**src/rtl/generic_sram_arb_pkg.sv**
```systemverilog
// Shared types for the two-requester byte-enable SRAM arbiter: FSM states,
// requester id and the read-return pipeline entry.
package generic_sram_arb_pkg;

   typedef enum logic [1:0] {
      IDLE,
      INIT,
      RUN
   } arb_state_t;

   typedef logic req_id_t;

   typedef struct packed {
      logic    valid;
      req_id_t id;
   } rd_entry_t;

endpackage

```
**src/rtl/rr_arb2.sv**
```systemverilog
// Two-way round-robin arbiter; grant is combinational from req and the
// priority pointer, which flips to the other requester after every grant.
module rr_arb2
   import generic_sram_arb_pkg::*;
(
   input  logic       clk,
   input  logic       rst_n,
   input  logic       enable,
   input  logic [1:0] req,
   output logic [1:0] gnt
);

   req_id_t ptr;

   always_comb begin
      gnt = 2'b00;
      if (enable) begin
         if (&req) begin
            gnt = (ptr == 1'b0) ? 2'b01 : 2'b10;
         end else begin
            gnt = req;
         end
      end
   end

   // Under contention this yields strict alternation; a lone requester
   // still hands priority to the other side each time it is served.
   always_ff @(posedge clk or negedge rst_n) begin
      if (!rst_n) begin
         ptr <= 1'b0;
      end else if (|gnt) begin
         ptr <= ~gnt[1];
      end
   end

endmodule

```
**src/rtl/generic_sram_byte_en_arb.sv**
```systemverilog
// Arbiter/sequencer in front of a single-port byte-enable SRAM: optional
// zero-fill after reset, round-robin command arbitration, read-return routing.
module generic_sram_byte_en_arb
   import generic_sram_arb_pkg::*;
#(
   parameter int DATA_WIDTH    = 128,
   parameter int ADDRESS_WIDTH = 7,
   parameter int READ_LATENCY  = 2,
   parameter int INIT_ZERO     = 1
) (
   input  logic                      i_clk,
   input  logic                      i_rst_n,
   input  logic                      i_p0_req,
   output logic                      o_p0_gnt,
   input  logic                      i_p0_we,
   input  logic [ADDRESS_WIDTH-1:0]  i_p0_addr,
   input  logic [DATA_WIDTH/8-1:0]   i_p0_be,
   input  logic [DATA_WIDTH-1:0]     i_p0_wdata,
   output logic                      o_p0_rvalid,
   output logic [DATA_WIDTH-1:0]     o_p0_rdata,
   input  logic                      i_p1_req,
   output logic                      o_p1_gnt,
   input  logic                      i_p1_we,
   input  logic [ADDRESS_WIDTH-1:0]  i_p1_addr,
   input  logic [DATA_WIDTH/8-1:0]   i_p1_be,
   input  logic [DATA_WIDTH-1:0]     i_p1_wdata,
   output logic                      o_p1_rvalid,
   output logic [DATA_WIDTH-1:0]     o_p1_rdata,
   output logic [ADDRESS_WIDTH-1:0]  o_sram_address,
   output logic                      o_sram_write_enable,
   output logic [DATA_WIDTH/8-1:0]   o_sram_byte_enable,
   output logic [DATA_WIDTH-1:0]     o_sram_write_data,
   input  logic [DATA_WIDTH-1:0]     i_sram_read_data,
   output logic                      o_init_done
);

   localparam int BE_WIDTH = DATA_WIDTH / 8;
   localparam logic [ADDRESS_WIDTH:0] LAST_ADDR = {1'b0, {ADDRESS_WIDTH{1'b1}}};

   arb_state_t                 state;
   logic [ADDRESS_WIDTH:0]     init_count;
   logic                       init_done_q;

   logic [1:0]                 gnt;
   logic                       gnt_any;
   req_id_t                    gnt_id;

   logic                       mux_we;
   logic [ADDRESS_WIDTH-1:0]   mux_addr;
   logic [BE_WIDTH-1:0]        mux_be;
   logic [DATA_WIDTH-1:0]      mux_wdata;

   logic [ADDRESS_WIDTH-1:0]   held_addr;
   logic [BE_WIDTH-1:0]        held_be;
   logic [DATA_WIDTH-1:0]      held_wdata;

   rd_entry_t                  issue_entry;
   rd_entry_t                  pipe [READ_LATENCY];

   // The zero-fill writes the last address and then hands over to RUN.
   always_ff @(posedge i_clk or negedge i_rst_n) begin
      if (!i_rst_n) begin
         state       <= IDLE;
         init_count  <= '0;
         init_done_q <= 1'b0;
      end else begin
         case (state)
            IDLE: begin
               if (INIT_ZERO != 0) begin
                  state <= INIT;
               end else begin
                  state       <= RUN;
                  init_done_q <= 1'b1;
               end
            end
            INIT: begin
               init_count <= init_count + 1'b1;
               if (init_count == LAST_ADDR) begin
                  state       <= RUN;
                  init_done_q <= 1'b1;
               end
            end
            RUN: begin
               init_done_q <= 1'b1;
            end
            default: begin
               state <= IDLE;
            end
         endcase
      end
   end

   rr_arb2 u_arb (
      .clk    (i_clk),
      .rst_n  (i_rst_n),
      .enable (state == RUN),
      .req    ({i_p1_req, i_p0_req}),
      .gnt    (gnt)
   );

   assign gnt_any = |gnt;
   assign gnt_id  = gnt[1];

   always_comb begin
      mux_we    = gnt_id ? i_p1_we    : i_p0_we;
      mux_addr  = gnt_id ? i_p1_addr  : i_p0_addr;
      mux_wdata = gnt_id ? i_p1_wdata : i_p0_wdata;
      mux_be    = '1;
      if (mux_we) begin
         mux_be = gnt_id ? i_p1_be : i_p0_be;
      end
   end

   // Idle cycles replay the last granted command fields so the SRAM pins stay quiet.
   always_comb begin
      o_sram_address      = held_addr;
      o_sram_write_enable = 1'b0;
      o_sram_byte_enable  = held_be;
      o_sram_write_data   = held_wdata;
      if (state == INIT) begin
         o_sram_address      = init_count[ADDRESS_WIDTH-1:0];
         o_sram_write_enable = 1'b1;
         o_sram_byte_enable  = '1;
         o_sram_write_data   = '0;
      end else if (gnt_any) begin
         o_sram_address      = mux_addr;
         o_sram_write_enable = mux_we;
         o_sram_byte_enable  = mux_be;
         o_sram_write_data   = mux_wdata;
      end
   end

   always_ff @(posedge i_clk or negedge i_rst_n) begin
      if (!i_rst_n) begin
         held_addr  <= '0;
         held_be    <= '0;
         held_wdata <= '0;
      end else if (gnt_any) begin
         held_addr  <= mux_addr;
         held_be    <= mux_be;
         held_wdata <= mux_wdata;
      end
   end

   always_comb begin
      issue_entry.valid = gnt_any & ~mux_we;
      issue_entry.id    = gnt_id;
   end

   // The last stage lines up with the SRAM's registered read data.
   always_ff @(posedge i_clk or negedge i_rst_n) begin
      if (!i_rst_n) begin
         for (int i = 0; i < READ_LATENCY; i++) begin
            pipe[i] <= '0;
         end
      end else begin
         pipe[0] <= issue_entry;
         for (int i = 1; i < READ_LATENCY; i++) begin
            pipe[i] <= pipe[i-1];
         end
      end
   end

   assign o_p0_gnt    = gnt[0];
   assign o_p1_gnt    = gnt[1];
   assign o_p0_rvalid = pipe[READ_LATENCY-1].valid & (pipe[READ_LATENCY-1].id == 1'b0);
   assign o_p1_rvalid = pipe[READ_LATENCY-1].valid & (pipe[READ_LATENCY-1].id == 1'b1);
   assign o_p0_rdata  = i_sram_read_data;
   assign o_p1_rdata  = i_sram_read_data;
   assign o_init_done = init_done_q;

endmodule

```
**config.mk**
```make
export PLATFORM = sky130hd
export DESIGN_NAME = generic_sram_byte_en_arb
export DESIGN_NICKNAME = d
export VERILOG_FILES = /design/src/rtl/generic_sram_arb_pkg.sv /design/src/rtl/rr_arb2.sv /design/src/rtl/generic_sram_byte_en_arb.sv
export SDC_FILE = /design/constraint.sdc
export NUM_CORES = 1
export LEC_CHECK = 0
export ABC_AREA = 1
export CAP_MARGIN = 20
export CORE_AREA = 2 2 330 332
export CTS_CLUSTER_SIZE = 20
export DETAILED_ROUTE_END_ITERATION = 8
export DIE_AREA = 0 0 332 334
export PLACE_DENSITY = 0.39
export SETUP_SLACK_MARGIN = 0.02
export SKIP_CTS_REPAIR_TIMING = 1
export SKIP_LAST_GASP = 1
export SYNTH_ARGS = -nofsm -noshare
export SYNTH_HDL_FRONTEND = slang
export SYNTH_SLANG_ARGS = --single-unit
```
**constraint.sdc**
```tcl
create_clock -name i_clk -period 1.7 [get_ports i_clk]
set_input_delay 0.17 -clock i_clk [delete_from_list [all_inputs] [get_ports i_clk]]
set_output_delay 0.17 -clock i_clk [all_outputs]
set_load 0.01 [all_outputs]
```
; ---- After elaboration in Yosys (flattened, before gate mapping)
; Index checks and enable logic that the tools add are counted.
; W data, S select, Z words.
[word_totals]
word_cells = 49
in_bits = 436
out_inout_bits = 413
regBits = 167
[classes]
n_bitwise = 7
eq_ne = 4
mux = 20
addsub = 1
n_reduce_logical = 6
[op_table]
columns = op, count
row1 = $mux W128, 3
row2 = $mux W16, 4
row3 = $mux W7, 3
row4 = $add A8 B1 Y8 const B, 1
row5 = $eq A8 B7 Y1 const B, 1
row6 = $mux W2, 4
row7 = $pmux W2 S3, 1
row8 = $reduce_and A2 Y1, 3
row9 = $mux W1, 4
row10 = $not A1 Y1, 4
row11 = $and A1 B1 Y1, 3
row12 = $eq A2 B1 Y1 const B, 1
row13 = $eq A2 B2 Y1 const B, 1
row14 = $logic_not A2 Y1, 1
row15 = $ne A2 B2 Y1 const B, 1
row16 = $pmux W1 S2, 1
row17 = $reduce_bool A2 Y1, 1
row18 = $reduce_or A2 Y1, 1

; ---- Longest topological paths before layout
[depth]
depth_word = 7
mapped_depth = 9
mapped_depth_nobuf = 8

; ---- Cells and area by module
; A second synthesis with hierarchy kept.
[hier_totals]
hier_cells = 1496
area_unflattened_um2 = 10507.6
[modules_own_cells]
columns = mod, area_per_inst_um2, instances, seq_area_each_um2, cells_each
row1 = generic_sram_byte_en_arb, 10435.0, 1, 4154.0, 1484
row2 = rr_arb2, 72.6, 1, 25.0, 12

; ---- Worst setup path before layout
; No wires, ideal clock.
[synth_path]
kind = flip-flop to output port
from = register state[1]
to = output o_sram_write_data[100]
path_slack_ns = 0.082
path_stages_with_launch = 9
n_path_buf = 3
t_required_ns = 1.530
t_arrival_ns = 1.448
path_cell_list = dfrtp_1 inv_1 nor2_2 o21ai_0 buf_2 buf_4 buf_2 nand2_1 a21oi_1
[synth_via]
elab_chain_cells = 5
word_cells_on_any_way = 7
cone_classes = eq/ne: 2 / mux: 4 / reduce/logical: 1
[synth_rtl]
columns = item, line
row1 = start: declaration, generic_sram_byte_en_arb.sv:40  ; arb_state_t state;
row2 = start signal: assignment, generic_sram_byte_en_arb.sv:63  ; state <= IDLE;
row3 = start signal: assignment, generic_sram_byte_en_arb.sv:70  ; state <= INIT;
row4 = start signal: assignment, generic_sram_byte_en_arb.sv:72  ; state <= RUN;
row5 = $eq A2 B2 Y1, generic_sram_byte_en_arb.sv:96  ; .enable (state == RUN),
row6 = $mux W2, rr_arb2.sv:17  ; if (enable) begin
row7 = $mux W128 or $reduce_or A2 Y1 (tied branches), "generic_sram_byte_en_arb.sv:107, generic_sram_byte_en_arb.sv:101"
row8 = $mux W128, generic_sram_byte_en_arb.sv:125  ; end else if (gnt_any) begin
row9 = $mux W128 *, generic_sram_byte_en_arb.sv:120  ; if (state == INIT) begin
row10 = end: declaration, generic_sram_byte_en_arb.sv:32  ; output logic [DATA_WIDTH-1:0] o_sram_write_data,
; Every way passes the cells marked *; elsewhere a longest branch is shown, timed or not.

; ---- Worst setup path in the final report
[layout_path]
from = register state[1]
to = output o_sram_write_data[121]
; Same word-level chain as after synthesis.

==> impl_metrics.env <==
export IMPL_grt_max_degree=58
export IMPL_yosysUniqueCellTypes=23
export IMPL_cp_slowest_cell="clkdlybuf4s50_1"
export IMPL_routed_via_count=13200
export IMPL_finalCritPeriodShare_pct=170
export IMPL_drt_pass1_iterations=5
export IMPL_finalNonFillerCells=3689
export IMPL_slew_violations=0
export IMPL_drcViolationCount=0
export IMPL_final_common_cell="nand2_1"
export IMPL_port_buffers=464
export IMPL_synthCells=1722
export IMPL_slew_limit_headroom_pct=68.7
export IMPL_powerDensity_mw_per_mm2=459
export IMPL_coreArea_mm2=0.108
export IMPL_synth_area_mm2=0.0117
export IMPL_worst_pin_slew_ns=0.470
export IMPL_wl_per_cell_um=17.9
export IMPL_final_setup_viol_count=304
export IMPL_cpMostUsedCell="buf_12"
export IMPL_grt_pass1_vias=12700
export IMPL_routed_wl_mm=66.0
export IMPL_cts_max_level=4
export IMPL_syn_nets=2159
export IMPL_drv_cap=0
export IMPL_synth_edff_count=0
export IMPL_yosys_most_used_dff="dfrtp_1"
export IMPL_synth_seq_cells=167
export IMPL_final_nets=2697
export IMPL_mostFrequentLayoutCells="712 x nand2_1, 329 x buf_4, 316 x clkdlybuf4s50_1"
export IMPL_yosysWarnings=0
export IMPL_syn_area_per_cell_um2=6.81
export IMPL_start_kind="register"
export IMPL_cts_buffers=17
export IMPL_path_max_fanout=7
export IMPL_leakagePower_nw=10.3
export IMPL_root_buffer="clkbuf_16"
export IMPL_nFillCells=12300
export IMPL_setup_worst_path_class="register to primary output"
export IMPL_hold_viol=0
export IMPL_io_pins=849
export IMPL_r2r_start="state[1]"
export IMPL_die_w_um=332
export IMPL_cts_tree="yes"
export IMPL_fin_worst_skew_ns=0.0168
export IMPL_status="finished, violations left"
export IMPL_yosys_area_top_type_share_pct=35.6
export IMPL_yosysSeqAreaShare_pct=35.6
export IMPL_post_route_min_period_ns=2.89
export IMPL_critPathArrivalTime_ns=2.72
export IMPL_worst_path_largest_cell_delay_ns=0.56
export IMPL_cts_sinks=167
export IMPL_design_area_mm2=0.0208
export IMPL_grt_pass1_wl_mm=82.2
export IMPL_violations="negative setup slack"
export IMPL_track_usage_pct=9.94
export IMPL_row_count=121
export IMPL_hold_class="input pin to register"
export IMPL_place_area_mm2=0.0184
export IMPL_r2r_worst_path_cells=15
export IMPL_ant_nets=0
export IMPL_holdWs_ns=0.192
export IMPL_placedCellCount=3537
export IMPL_final_core_util_pct=19.3
export IMPL_endpoint="o_sram_write_data[121]"
export IMPL_tns_ns=-158.04
export IMPL_fp_dieArea_mm2=0.111
export IMPL_clk_latency_ns=0.49
export IMPL_gr_total_overflow=0
export IMPL_final_layout_size_suffix_gt1_share_pct=33.6
export IMPL_antenna_found_initial=3
export IMPL_path_clk_slew_ns=0.08
export IMPL_crit_chain="inv_2, nor2_4, buf_12, buf_12, buf_12, nand4_1, nand2_1, nand2_1, a21oi_1, clkdlybuf4s50_1"
export IMPL_yosys_area_top_type="dfrtp_1"
export IMPL_end_kind="primary output"
export IMPL_cp_startpoint="state[1]"
export IMPL_rsz0062_at_grt="true"
export IMPL_vias_per_cell=3.58
export IMPL_drt_iter0_drc=694
export IMPL_gp_congestion=0.775
export IMPL_die_y_um=334
export IMPL_syn2layout_area_growth_pct=77.0
export IMPL_critPathRequiredTime_ns=1.53
export IMPL_setup_slack_ns=-1.19
export IMPL_yosys_top_cells_area="dfrtp_1 36%, nand2_1 25%, buf_4 17%"
export IMPL_fmax_mhz=346
export IMPL_start_util_pct=10.9
export IMPL_async_flop_share_pct=100
export IMPL_vdd_ir_drop_max_mv=0.616
export IMPL_r2r_setup_slack_ns=-0.49
export IMPL_clock_tree_buffer_depth=2
export IMPL_r2r_end="held_wdata[90]"
export IMPL_hold_depth=6
export IMPL_hpwl_mm=44.1
==> report_power, final <==
| group | total [mW] | switching, mW | internal, mW |
|---|---|---|---|
| Clock | 4.30 | 1.99 | 2.31 |
| Combinational | 1.25 | 0.473 | 0.775 |
| Sequential | 3.97 | 0 | 3.97 |
| Total | 9.52 | 2.46 | 7.05 |
==> how the worst min path moves through the flow <==
| stage | start | to | slack, ns |
|---|---|---|---|
| floorplan | i_rst_n | held_addr[0] | -0.13 |
| global placement | i_rst_n | held_be[13] | 0.18 |
| detailed placement | i_rst_n | held_be[13] | 0.17 |
| CTS | i_rst_n | held_be[13] | -0.40 |
| global route | i_rst_n | held_be[13] | 0.20 |
| finish | i_p1_req | held_be[5] | 0.19 |
==> routing by layer <==
metal	GRT usage (%)	vias up	share of wire, %
met1	12.0	6205	45
met5	0.608	-	0.17
met4	4.49	4	3.1
li1	-	6355	-
met2	15.7	518	45
met3	3.55	131	7.1
==> synth_stat cells, types with 5 or more instances <==
library cell and number:
nand3_1 36, nand2_1 779, nor2_1 5, dfrtp_1 167
or2_2 7, a21oi_1 130, buf_4 259, nand4_1 153
clkbuf_1 59, inv_1 48, buf_2 51, and2_1 7
==> state kept, by name, indices dropped and copies added, names as in the netlist <==
name	cells
state	2
held_addr	7
pipe	4
u_arb.ptr	1
held_wdata	128
o_init_done	1
held_be	16
init_count	8
==> kinds of logic (layout without fill, tap and decap cells) <==
family,count (synthesis),after routing,share of synthesized area [%]
simple gates,995,995,36.0
buf+inv,423,974,22.4
flops,167,167,35.6
compound gates,132,132,5.63
xor+xnor,4,4,0.299
fa+ha+maj,1,1,0.107
other cells,0,2,0
==> critical path: cells and delay by family, from the launching register on <==
kind / cells / cell delay (ns)
and+or+nand+nor: 4 / 0.65
DFF: 1 / 0.37
buffers and inverters: 5 / 1.03
AOI/OAI and AO/OA: 1 / 0.14
==> through the flow <==
stage               total power [mW]  setup slack [ns]
floorplan                       4.89            0.0816
CTS                             9.76             -1.45
global route                    9.98             -1.32
detailed placement              5.27            -0.916
global placement                5.28            -0.911
finish                          9.52             -1.19
==> final cells by class <==
cell class | count | area, um^2 | share of cell area [%]
timing repair inverter | 1 | 30.0 | 0.145
tap | 1414 | 1770 | 8.52
timing repair buffer | 891 | 8400 | 40.5
inverter | 50 | 214 | 1.03
multi-input combinational | 1132 | 5550 | 26.7
clock inverter | 11 | 138 | 0.663
clock buffer | 21 | 470 | 2.27
antenna | 2 | 5.00 | 0.0241
sequential | 167 | 4180 | 20.1
(Power assumes the default switching activity.)
